$ cat src/rtl/ir_nec_pkg.sv
// ---------------------------------------------------------------------------
// ir_nec_pkg
// Shared definitions for the NEC infrared decoder:
//   - FSM state enumeration
//   - pulse-width acceptance windows, in prescaler ticks (inclusive bounds)
//   - width-counter size and saturation value
//   - inWindow() helper used by the FSM to classify a measured width
// ---------------------------------------------------------------------------
package ir_nec_pkg;

  localparam int WIDTH_W = 8;
  localparam logic [WIDTH_W-1:0] WIDTH_SAT = 8'd255;

  // Leader mark (nominal 9 ms)
  localparam logic [WIDTH_W-1:0] LMARK_MIN  = 8'd160;
  localparam logic [WIDTH_W-1:0] LMARK_MAX  = 8'd200;
  // Leader space of a data frame (nominal 4.5 ms)
  localparam logic [WIDTH_W-1:0] LSPACE_MIN = 8'd80;
  localparam logic [WIDTH_W-1:0] LSPACE_MAX = 8'd100;
  // Leader space of a repeat code (nominal 2.25 ms)
  localparam logic [WIDTH_W-1:0] RSPACE_MIN = 8'd36;
  localparam logic [WIDTH_W-1:0] RSPACE_MAX = 8'd54;
  // Bit / stop mark (nominal 562 us)
  localparam logic [WIDTH_W-1:0] BMARK_MIN  = 8'd7;
  localparam logic [WIDTH_W-1:0] BMARK_MAX  = 8'd16;
  // Space encoding a logic 0 (nominal 562 us)
  localparam logic [WIDTH_W-1:0] SPACE0_MIN = 8'd7;
  localparam logic [WIDTH_W-1:0] SPACE0_MAX = 8'd16;
  // Space encoding a logic 1 (nominal 1.69 ms)
  localparam logic [WIDTH_W-1:0] SPACE1_MIN = 8'd27;
  localparam logic [WIDTH_W-1:0] SPACE1_MAX = 8'd40;

  typedef enum logic [2:0] {
    IDLE,
    LEAD_MARK,
    LEAD_SPACE,
    BIT_MARK,
    BIT_SPACE,
    STOP_MARK,
    REP_MARK
  } nec_state_e;

  function automatic logic inWindow(input logic [WIDTH_W-1:0] width,
                                    input logic [WIDTH_W-1:0] lo,
                                    input logic [WIDTH_W-1:0] hi);
    return (width >= lo) && (width <= hi);
  endfunction

endpackage

$ cat src/rtl/ir_nec_rx_if.sv
// ---------------------------------------------------------------------------
// ir_nec_rx_if
// Decoded-code bus from the NEC decoder to its consumer (CPU PIO port).
//   code_valid  : one-cycle pulse, new frame or accepted repeat decoded
//   code_repeat : qualifies code_valid (1 = repeat code, 0 = new frame)
//   code_addr   : 16-bit address, bytes as received
//   code_cmd    : 8-bit command byte
//   code_err    : one-cycle pulse on a malformed or timed-out frame
//   busy        : decoder is in the middle of a frame
// Modports: master = decoder side (drives), slave = consumer side (reads).
// ---------------------------------------------------------------------------
interface ir_nec_rx_if;

  logic        code_valid;
  logic        code_repeat;
  logic [15:0] code_addr;
  logic [7:0]  code_cmd;
  logic        code_err;
  logic        busy;

  modport master (
    output code_valid,
    output code_repeat,
    output code_addr,
    output code_cmd,
    output code_err,
    output busy
  );

  modport slave (
    input code_valid,
    input code_repeat,
    input code_addr,
    input code_cmd,
    input code_err,
    input busy
  );

endinterface

$ cat src/rtl/ir_edge_timer.sv
// ---------------------------------------------------------------------------
// ir_edge_timer
// Front end of the NEC decoder: brings the asynchronous IR pad into the clk
// domain, finds its edges and measures how long each phase lasted.
// Ports:
//   clk, reset_n : system clock, asynchronous active-low reset
//   i_irRx       : raw IR receiver output (idle high, mark low)
//   o_rise       : one-cycle pulse, line went high (mark ended)
//   o_fall       : one-cycle pulse, line went low (space ended)
//   o_width      : ticks elapsed in the phase that ended; valid with the edge
//   o_tick       : one-cycle prescaler pulse every TICK_DIV clocks
// Pad change to edge pulse is a fixed 3 clocks, so widths are unaffected.
// ---------------------------------------------------------------------------
module ir_edge_timer
  import ir_nec_pkg::*;
#(
  parameter int TICK_DIV = 1250
) (
  input  logic               clk,
  input  logic               reset_n,
  input  logic               i_irRx,
  output logic               o_rise,
  output logic               o_fall,
  output logic [WIDTH_W-1:0] o_width,
  output logic               o_tick
);

  localparam int DIV_W = (TICK_DIV > 1) ? $clog2(TICK_DIV) : 1;
  localparam logic [DIV_W-1:0] DIV_LAST = DIV_W'(TICK_DIV - 1);

  logic               r_sync1;
  logic               r_sync2;
  logic               r_syncPrev;
  logic               r_rise;
  logic               r_fall;
  logic [DIV_W-1:0]   r_div;
  logic               r_tick;
  logic [WIDTH_W-1:0] r_width;

  // Synchronizer and edge detector. Flops reset to the idle-high level so
  // leaving reset with the line idle produces no spurious edge.
  always_ff @(posedge clk or negedge reset_n) begin
    if (!reset_n) begin
      r_sync1    <= 1'b1;
      r_sync2    <= 1'b1;
      r_syncPrev <= 1'b1;
      r_rise     <= 1'b0;
      r_fall     <= 1'b0;
    end else begin
      r_sync1    <= i_irRx;
      r_sync2    <= r_sync1;
      r_syncPrev <= r_sync2;
      r_rise     <= r_sync2 & ~r_syncPrev;
      r_fall     <= ~r_sync2 & r_syncPrev;
    end
  end

  // Free-running prescaler; the tick fires once per wrap.
  always_ff @(posedge clk or negedge reset_n) begin
    if (!reset_n) begin
      r_div  <= '0;
      r_tick <= 1'b0;
    end else begin
      r_tick <= (r_div == DIV_LAST);
      if (r_div == DIV_LAST) begin
        r_div <= '0;
      end else begin
        r_div <= r_div + 1'b1;
      end
    end
  end

  // Width counter. It clears in the same cycle the edge pulse is presented,
  // so the consumer sees the finished phase length and the next phase
  // starts from zero. Saturation lets the FSM detect a stuck line.
  always_ff @(posedge clk or negedge reset_n) begin
    if (!reset_n) begin
      r_width <= '0;
    end else if (r_rise || r_fall) begin
      r_width <= '0;
    end else if (r_tick && (r_width != WIDTH_SAT)) begin
      r_width <= r_width + 1'b1;
    end
  end

  assign o_rise  = r_rise;
  assign o_fall  = r_fall;
  assign o_width = r_width;
  assign o_tick  = r_tick;

endmodule

$ cat src/rtl/ir_nec_rx.sv
// ---------------------------------------------------------------------------
// ir_nec_rx
// NEC infrared protocol decoder. Turns the raw IR receiver line into decoded
// address/command words, a frame-valid pulse and a repeat flag.
// Ports:
//   clk, reset_n : system clock, asynchronous active-low reset
//   ir_rx        : raw IR receiver output (asynchronous, idle high)
//   o_code       : ir_nec_rx_if.master decoded-code bus
// Parameters:
//   CLK_HZ           : clock frequency in Hz
//   TICK_US          : width-measurement tick period in microseconds
//   REPEAT_WIN_TICKS : ticks after a good frame/repeat in which a repeat
//                      code is still accepted
// Build option:
//   IR_NEC_CHECK_EN  : when defined, a frame is only committed if the
//                      command-inverse byte matches ~command; otherwise it
//                      is reported as an error. The address is never checked.
// ---------------------------------------------------------------------------
module ir_nec_rx
  import ir_nec_pkg::*;
#(
  parameter int CLK_HZ           = 25000000,
  parameter int TICK_US          = 50,
  parameter int REPEAT_WIN_TICKS = 2400
) (
  input  logic         clk,
  input  logic         reset_n,
  input  logic         ir_rx,
  ir_nec_rx_if.master  o_code
);

  localparam int TICK_DIV = int'((longint'(CLK_HZ) * longint'(TICK_US)) / longint'(1000000));
  localparam int WIN_W    = $clog2(REPEAT_WIN_TICKS + 1);
  localparam logic [WIN_W-1:0] WIN_RELOAD = WIN_W'(REPEAT_WIN_TICKS);

  logic               w_rise;
  logic               w_fall;
  logic [WIDTH_W-1:0] w_width;
  logic               w_tick;

  nec_state_e         r_state;
  nec_state_e         w_nextState;
  logic               w_commitFrame;
  logic               w_commitRepeat;
  logic               w_err;
  logic               w_shiftEn;
  logic               w_shiftBit;
  logic               w_clrBitCnt;

  logic [31:0]        r_shift;
  logic [4:0]         r_bitCnt;
  logic [WIN_W-1:0]   r_window;
  logic               r_haveCode;

  logic               r_codeValid;
  logic               r_codeRepeat;
  logic [15:0]        r_codeAddr;
  logic [7:0]         r_codeCmd;
  logic               r_codeErr;

  ir_edge_timer #(
    .TICK_DIV (TICK_DIV)
  ) u_edgeTimer (
    .clk     (clk),
    .reset_n (reset_n),
    .i_irRx  (ir_rx),
    .o_rise  (w_rise),
    .o_fall  (w_fall),
    .o_width (w_width),
    .o_tick  (w_tick)
  );

  always_ff @(posedge clk or negedge reset_n) begin
    if (!reset_n) begin
      r_state <= IDLE;
    end else begin
      r_state <= w_nextState;
    end
  end

  // Next-state and control strobes. A saturated width outside IDLE is a
  // stuck line and takes priority over any edge in the same cycle.
  // A malformed repeat code is dropped silently because stray repeats
  // are common and carry no data worth flagging.
  always_comb begin
    w_nextState    = r_state;
    w_commitFrame  = 1'b0;
    w_commitRepeat = 1'b0;
    w_err          = 1'b0;
    w_shiftEn      = 1'b0;
    w_shiftBit     = 1'b0;
    w_clrBitCnt    = 1'b0;

    if ((r_state != IDLE) && (w_width == WIDTH_SAT)) begin
      w_err       = 1'b1;
      w_nextState = IDLE;
    end else begin
      case (r_state)
        IDLE: begin
          if (w_fall) begin
            w_nextState = LEAD_MARK;
          end
        end

        LEAD_MARK: begin
          if (w_rise) begin
            if (inWindow(w_width, LMARK_MIN, LMARK_MAX)) begin
              w_nextState = LEAD_SPACE;
            end else begin
              w_err       = 1'b1;
              w_nextState = IDLE;
            end
          end
        end

        LEAD_SPACE: begin
          if (w_fall) begin
            if (inWindow(w_width, LSPACE_MIN, LSPACE_MAX)) begin
              w_nextState = BIT_MARK;
              w_clrBitCnt = 1'b1;
            end else if (inWindow(w_width, RSPACE_MIN, RSPACE_MAX)) begin
              w_nextState = REP_MARK;
            end else begin
              w_err       = 1'b1;
              w_nextState = IDLE;
            end
          end
        end

        BIT_MARK: begin
          if (w_rise) begin
            if (inWindow(w_width, BMARK_MIN, BMARK_MAX)) begin
              w_nextState = BIT_SPACE;
            end else begin
              w_err       = 1'b1;
              w_nextState = IDLE;
            end
          end
        end

        BIT_SPACE: begin
          if (w_fall) begin
            if (inWindow(w_width, SPACE0_MIN, SPACE0_MAX) ||
                inWindow(w_width, SPACE1_MIN, SPACE1_MAX)) begin
              w_shiftEn   = 1'b1;
              w_shiftBit  = inWindow(w_width, SPACE1_MIN, SPACE1_MAX);
              w_nextState = (r_bitCnt == 5'd31) ? STOP_MARK : BIT_MARK;
            end else begin
              w_err       = 1'b1;
              w_nextState = IDLE;
            end
          end
        end

        STOP_MARK: begin
          if (w_rise) begin
            w_nextState = IDLE;
            if (inWindow(w_width, BMARK_MIN, BMARK_MAX)) begin
`ifdef IR_NEC_CHECK_EN
              if (r_shift[31:24] == ~r_shift[23:16]) begin
                w_commitFrame = 1'b1;
              end else begin
                w_err = 1'b1;
              end
`else
              w_commitFrame = 1'b1;
`endif
            end else begin
              w_err = 1'b1;
            end
          end
        end

        REP_MARK: begin
          if (w_rise) begin
            w_nextState = IDLE;
            if (inWindow(w_width, BMARK_MIN, BMARK_MAX) && r_haveCode &&
                (r_window != '0)) begin
              w_commitRepeat = 1'b1;
            end
          end
        end

        default: begin
          w_nextState = IDLE;
        end
      endcase
    end
  end

  // Bits arrive LSB first, so each new bit enters at the top and after 32
  // bits the first one received sits in bit 0.
  always_ff @(posedge clk or negedge reset_n) begin
    if (!reset_n) begin
      r_shift  <= '0;
      r_bitCnt <= '0;
    end else begin
      if (w_clrBitCnt) begin
        r_bitCnt <= '0;
      end else if (w_shiftEn) begin
        r_bitCnt <= r_bitCnt + 1'b1;
      end
      if (w_shiftEn) begin
        r_shift <= {w_shiftBit, r_shift[31:1]};
      end
    end
  end

  // Repeat-acceptance window. Any commit restarts it; once it runs out the
  // remembered code is forgotten so a late repeat cannot resurrect it.
  always_ff @(posedge clk or negedge reset_n) begin
    if (!reset_n) begin
      r_window   <= '0;
      r_haveCode <= 1'b0;
    end else begin
      if (w_commitFrame || w_commitRepeat) begin
        r_window <= WIN_RELOAD;
      end else if (w_tick && (r_window != '0)) begin
        r_window <= r_window - 1'b1;
      end
      if (w_commitFrame) begin
        r_haveCode <= 1'b1;
      end else if (r_window == '0) begin
        r_haveCode <= 1'b0;
      end
    end
  end

  // Output registers. Data and the repeat flag hold until the next commit;
  // errors leave them untouched.
  always_ff @(posedge clk or negedge reset_n) begin
    if (!reset_n) begin
      r_codeValid  <= 1'b0;
      r_codeRepeat <= 1'b0;
      r_codeAddr   <= '0;
      r_codeCmd    <= '0;
      r_codeErr    <= 1'b0;
    end else begin
      r_codeValid <= w_commitFrame | w_commitRepeat;
      r_codeErr   <= w_err;
      if (w_commitFrame) begin
        r_codeAddr   <= r_shift[15:0];
        r_codeCmd    <= r_shift[23:16];
        r_codeRepeat <= 1'b0;
      end else if (w_commitRepeat) begin
        r_codeRepeat <= 1'b1;
      end
    end
  end

  assign o_code.code_valid  = r_codeValid;
  assign o_code.code_repeat = r_codeRepeat;
  assign o_code.code_addr   = r_codeAddr;
  assign o_code.code_cmd    = r_codeCmd;
  assign o_code.code_err    = r_codeErr;
  assign o_code.busy        = (r_state != IDLE);

endmodule

$ cat src/flat_wrapper.sv
// flat-port wrapper written by rule: the top's interface ports become plain ports
module ir_nec_rx_flat import ir_nec_pkg::*;
#(
  parameter int CLK_HZ           = 25000000,
  parameter int TICK_US          = 50,
  parameter int REPEAT_WIN_TICKS = 2400
)
  (clk, reset_n, ir_rx, o_code_code_valid, o_code_code_repeat, o_code_code_addr, o_code_code_cmd, o_code_code_err, o_code_busy);
  ir_nec_rx_if o_code_i ();
  input  logic clk;
  input  logic reset_n;
  input  logic ir_rx;
  output wire logic [$bits(o_code_i.code_valid)-1:0] o_code_code_valid;
  output wire logic [$bits(o_code_i.code_repeat)-1:0] o_code_code_repeat;
  output wire logic [$bits(o_code_i.code_addr)-1:0] o_code_code_addr;
  output wire logic [$bits(o_code_i.code_cmd)-1:0] o_code_code_cmd;
  output wire logic [$bits(o_code_i.code_err)-1:0] o_code_code_err;
  output wire logic [$bits(o_code_i.busy)-1:0] o_code_busy;
  assign o_code_code_valid = o_code_i.code_valid;
  assign o_code_code_repeat = o_code_i.code_repeat;
  assign o_code_code_addr = o_code_i.code_addr;
  assign o_code_code_cmd = o_code_i.code_cmd;
  assign o_code_code_err = o_code_i.code_err;
  assign o_code_busy = o_code_i.busy;
  ir_nec_rx #(.CLK_HZ(CLK_HZ), .TICK_US(TICK_US), .REPEAT_WIN_TICKS(REPEAT_WIN_TICKS)) u_core (.clk(clk), .reset_n(reset_n), .ir_rx(ir_rx), .o_code(o_code_i));
endmodule
$ cat config.mk
export PLATFORM = sky130hd
export DESIGN_NAME = ir_nec_rx_flat
export DESIGN_NICKNAME = d
export VERILOG_FILES = /design/src/rtl/ir_nec_pkg.sv /design/src/rtl/ir_nec_rx_if.sv /design/src/rtl/ir_edge_timer.sv /design/src/rtl/ir_nec_rx.sv /design/src/flat_wrapper.sv
export SDC_FILE = /design/constraint.sdc
export NUM_CORES = 1
export LEC_CHECK = 0
export ABC_AREA = 1
export BUFFER_PORTS_ARGS = -buffer_cell sky130_fd_sc_hd__buf_4
export CORE_AREA = 2 2 103 105
export CTS_BUF_LIST = sky130_fd_sc_hd__clkbuf_2 sky130_fd_sc_hd__clkbuf_4 sky130_fd_sc_hd__clkbuf_8
export DETAILED_ROUTE_END_ITERATION = 10
export DIE_AREA = 0 0 105 107
export GPL_TIMING_DRIVEN = 0
export PLACE_DENSITY = 0.79
export SETUP_SLACK_MARGIN = 0.5
export SLEW_MARGIN = 30
export SYNTH_ARGS = -nofsm -noshare
export SYNTH_HDL_FRONTEND = slang
export SYNTH_SLANG_ARGS = --single-unit
$ cat constraint.sdc
create_clock -name clk -period 1.75 [get_ports clk]
set_input_delay 0.2625 -clock clk [delete_from_list [all_inputs] [get_ports clk]]
set_output_delay 0.2625 -clock clk [all_outputs]
set_load 0.05 [all_outputs]
==> run metrics <==
WL per Instance=16.08 µm; count of cell types in the netlist=34; hpwl dp=7.080 mm; crit path launch type=flop; H-tree level count=3; antenna diode count=0; CTS Buffer Depth=2; Worst Clk Skew=0.008786 ns; Power Density=619.7 mW/mm²; FFs w/ async S/R, synth=100.0%; Seq/Total Area, Yosys=53.40%; share of cells above drive strength 1=38.03%; max cap viols=0; CP Capture Type=flop; initial antenna violation count=0; DIE AREA=0.01124 mm²; first-pass GRT wire length=19.35 mm; Placed Cells=749; Post-Synthesis Cells=583; via/cell ratio=5.337; Tmin final=1.900 ns; final hold slack=-0.04238 ns; RSZ-0062 raised after global routing=true; leakage=0.003193 µW; CTS Buf Count=9; CP Cell Sequence=inv_2 -> ha_4 -> nand3_4 -> o21ai_4 -> buf_6 -> nand3_4 -> nor2_4 -> inv_4 -> buf_12 -> clkbuf_16 -> o21ai_2; worst-skew pair later-pin latency=0.38 ns; Port Buf Inserts=30; crit-path max cell delay=0.43 ns; via count of the routed design=4403; slowest CP cell=dfrtp_1; EDFF count, synth=0; CP arrival=2.20 ns; crit path kind=flop to flop; most used cell, CP=nand3_4; Routed Antenna Nets=0; vias in the first global route=4301; Most used DFF post-synth=dfrtp_1; Synth Net Count=593; HP Class=primary input to async pin; Routability Congestion=0.8595; filler cell count=699; Residual DRC=0; DR iter-0 viols=334; core area=0.01009 mm²; clk sinks=105; post-synthesis area per instance=8.452 µm²; Starting Density=48.82%; Total Routing Usage GR=21.35%; Detailed Routing Iterations Pass 1=5; failing checks=hold timing, setup timing; final worst path period share=108.6%; Setup WS pre-CTS=-0.1616 ns; r2r setup slk=-0.15 ns; peak supply drop=0.0004585 V; Final Hold Viols=17; Die H=107 µm; Rel. slew slack=44.06%; mapped cell area=0.004927 mm²; CP Data Required Time=2.05 ns; Die W=105 µm; non-filler instance count after layout=825; Synth Register Bits=105; Final setup viols=58; Fmax achieved=526.4 MHz; Area Overhead vs Synth=39.26%; Root Driver=clkbuf_8; wirelength, routed=13.26 mm; largest net degree at the start of global routing=106; CTS tree=yes; fin. max-slew vios=0; Worst-Margin Slew=0.8391 ns; I/O pins=31; status=complete, but fails checks; layout net count=694; largest fanout on the critical path=7; FP Rows=37; post-route worst setup slack=-0.1499 ns; Synthesis Warnings=0; Worst-path clk slew=0.10 ns; gr ovfl total=0
[path summary, 6_finish.rpt]
check	cells past startpoint	startpoint	to
min in group clk	0	u_core.u_edgeTimer.r_sync1	u_core.u_edgeTimer.r_sync2
max	11	u_core.u_edgeTimer.o_width[1]	u_core.o_code.code_addr[15]
max reg2reg	11	u_core.u_edgeTimer.o_width[1]	u_core.o_code.code_addr[15]
max in group asynchronous	1	reset_n	u_core.r_shift[28]
min reg2reg	0	u_core.u_edgeTimer.r_sync1	u_core.u_edgeTimer.r_sync2
min	1	reset_n	u_core.r_window[7]
[placed cells by master, fill, tap and decap left out, types with 13 or more instances in the layout]
| cell | n |
|---|---|
| nand3_1 | 31 |
| nand4_1 | 13 |
| nand2_2 | 34 |
| nor2_1 | 30 |
| buf_4 | 39 |
| nand2_1 | 109 |
| dfrtp_1 | 101 |
| o21ai_2 | 24 |
| buf_6 | 49 |
| nand2_4 | 13 |
| inv_1 | 72 |
| o21ai_1 | 35 |
[synthesized netlist by cell type, types with 7 or more instances]
master     n  area (µm²)
xor2_1     8       70.07
o21ai_0   47       235.2
nor3_1     9       45.04
o21ai_1   12       60.06
ha_1       7       87.58
nor2_1    45       168.9
dfrtp_1  102        2552
o21ai_2   11       96.34
inv_1     78       292.8
nand2_1  154       578.1
nand3_1   46       230.2
nand4_1   13       81.33
[cell type report]
| class | instances | area (µm²) | area share [%] |
|---|---|---|---|
| multi-input cells | 378 | 2446 | 35.65 |
| repair buffers | 89 | 918.4 | 13.38 |
| plain buffers | 18 | 200.2 | 2.918 |
| inverters | 83 | 315.3 | 4.595 |
| clock buffers | 12 | 152.6 | 2.225 |
| clock inverters | 4 | 26.28 | 0.3829 |
| flip-flops and latches | 105 | 2633 | 38.37 |
| well taps | 136 | 170.2 | 2.480 |
[layer usage]
| metal | vias to the layer above | wire length (µm) | GRT usage (%) |
|---|---|---|---|
| met5 | - | 0 | 0 |
| met4 | 0 | 463 | 7.905 |
| met3 | 41 | 557 | 4.377 |
| met2 | 143 | 7273 | 38.59 |
| met1 | 2163 | 4968 | 25.08 |
| li1 | 2056 | - | - |
[critical path, delay by kind of cell (launching register included)]
| family | cells | cell delay (ns) |
|---|---|---|
| compound gates | 2 | 0.33 |
| simple gates | 3 | 0.29 |
| fa+ha+maj | 1 | 0.16 |
| buf+inv | 5 | 0.62 |
| flops | 1 | 0.43 |
[where the power goes]
group	switching, µW	total, µW	internal (µW)
combinational	254	384	130
clock	818	1410	590
sequential	11.6	2460	2450
[logic make-up after synthesis]
family,after synthesis,share of synthesized area (%)
fa+ha+maj,7,1.777
flops,105,53.40
xor+xnor,9,1.600
compound gates,79,9.218
buf+inv,101,8.633
simple gates,282,25.37
[timing repair]
action	in CTS	in global routing
hold endpoints to repair	1	0
pin swaps	39	16
resized for setup	117	91
cloned	4	1
buffers inserted	36	18
setup endpoints to repair	104	115
hold buffers	1	0
[per-stage QoR]
step | power (µW) | cell area (µm²) | utilization (%) | TNS [ns]
2_1_floorplan | 2694 | 5090 | - | 0
3_3_place_gp | 2795 | 5485 | 54.35 | -2.154
3_5_place_dp | 2804 | 5489 | 54.39 | -4.486
4_1_cts | 4269 | 6370 | 63.12 | -0.5147
5_1_grt | 4415 | 6862 | 67.99 | -11.96
6_report | 4252 | 6862 | 67.99 | -3.772
[sequential cells by signal, summed over array words and instances (netlist names)]
signal                         count
u_core.r_state                     3
u_core.u_edgeTimer.o_width         8
u_core.r_haveCode                  1
u_core.r_shift                    32
u_core.u_edgeTimer.o_tick          1
u_core.o_code.code_repeat          1
u_core.o_code.code_cmd             8
u_core.u_edgeTimer.o_rise          1
u_core.u_edgeTimer.r_sync1         1
u_core.u_edgeTimer.r_div          11
u_core.o_code.code_valid           1
u_core.u_edgeTimer.r_sync2         1
u_core.o_code.code_err             1
u_core.o_code.code_addr           16
u_core.r_bitCnt                    5
u_core.u_edgeTimer.o_fall          1
u_core.r_window                   12
u_core.u_edgeTimer.r_syncPrev      1
Note: power is estimated with default switching activity, not from simulation.
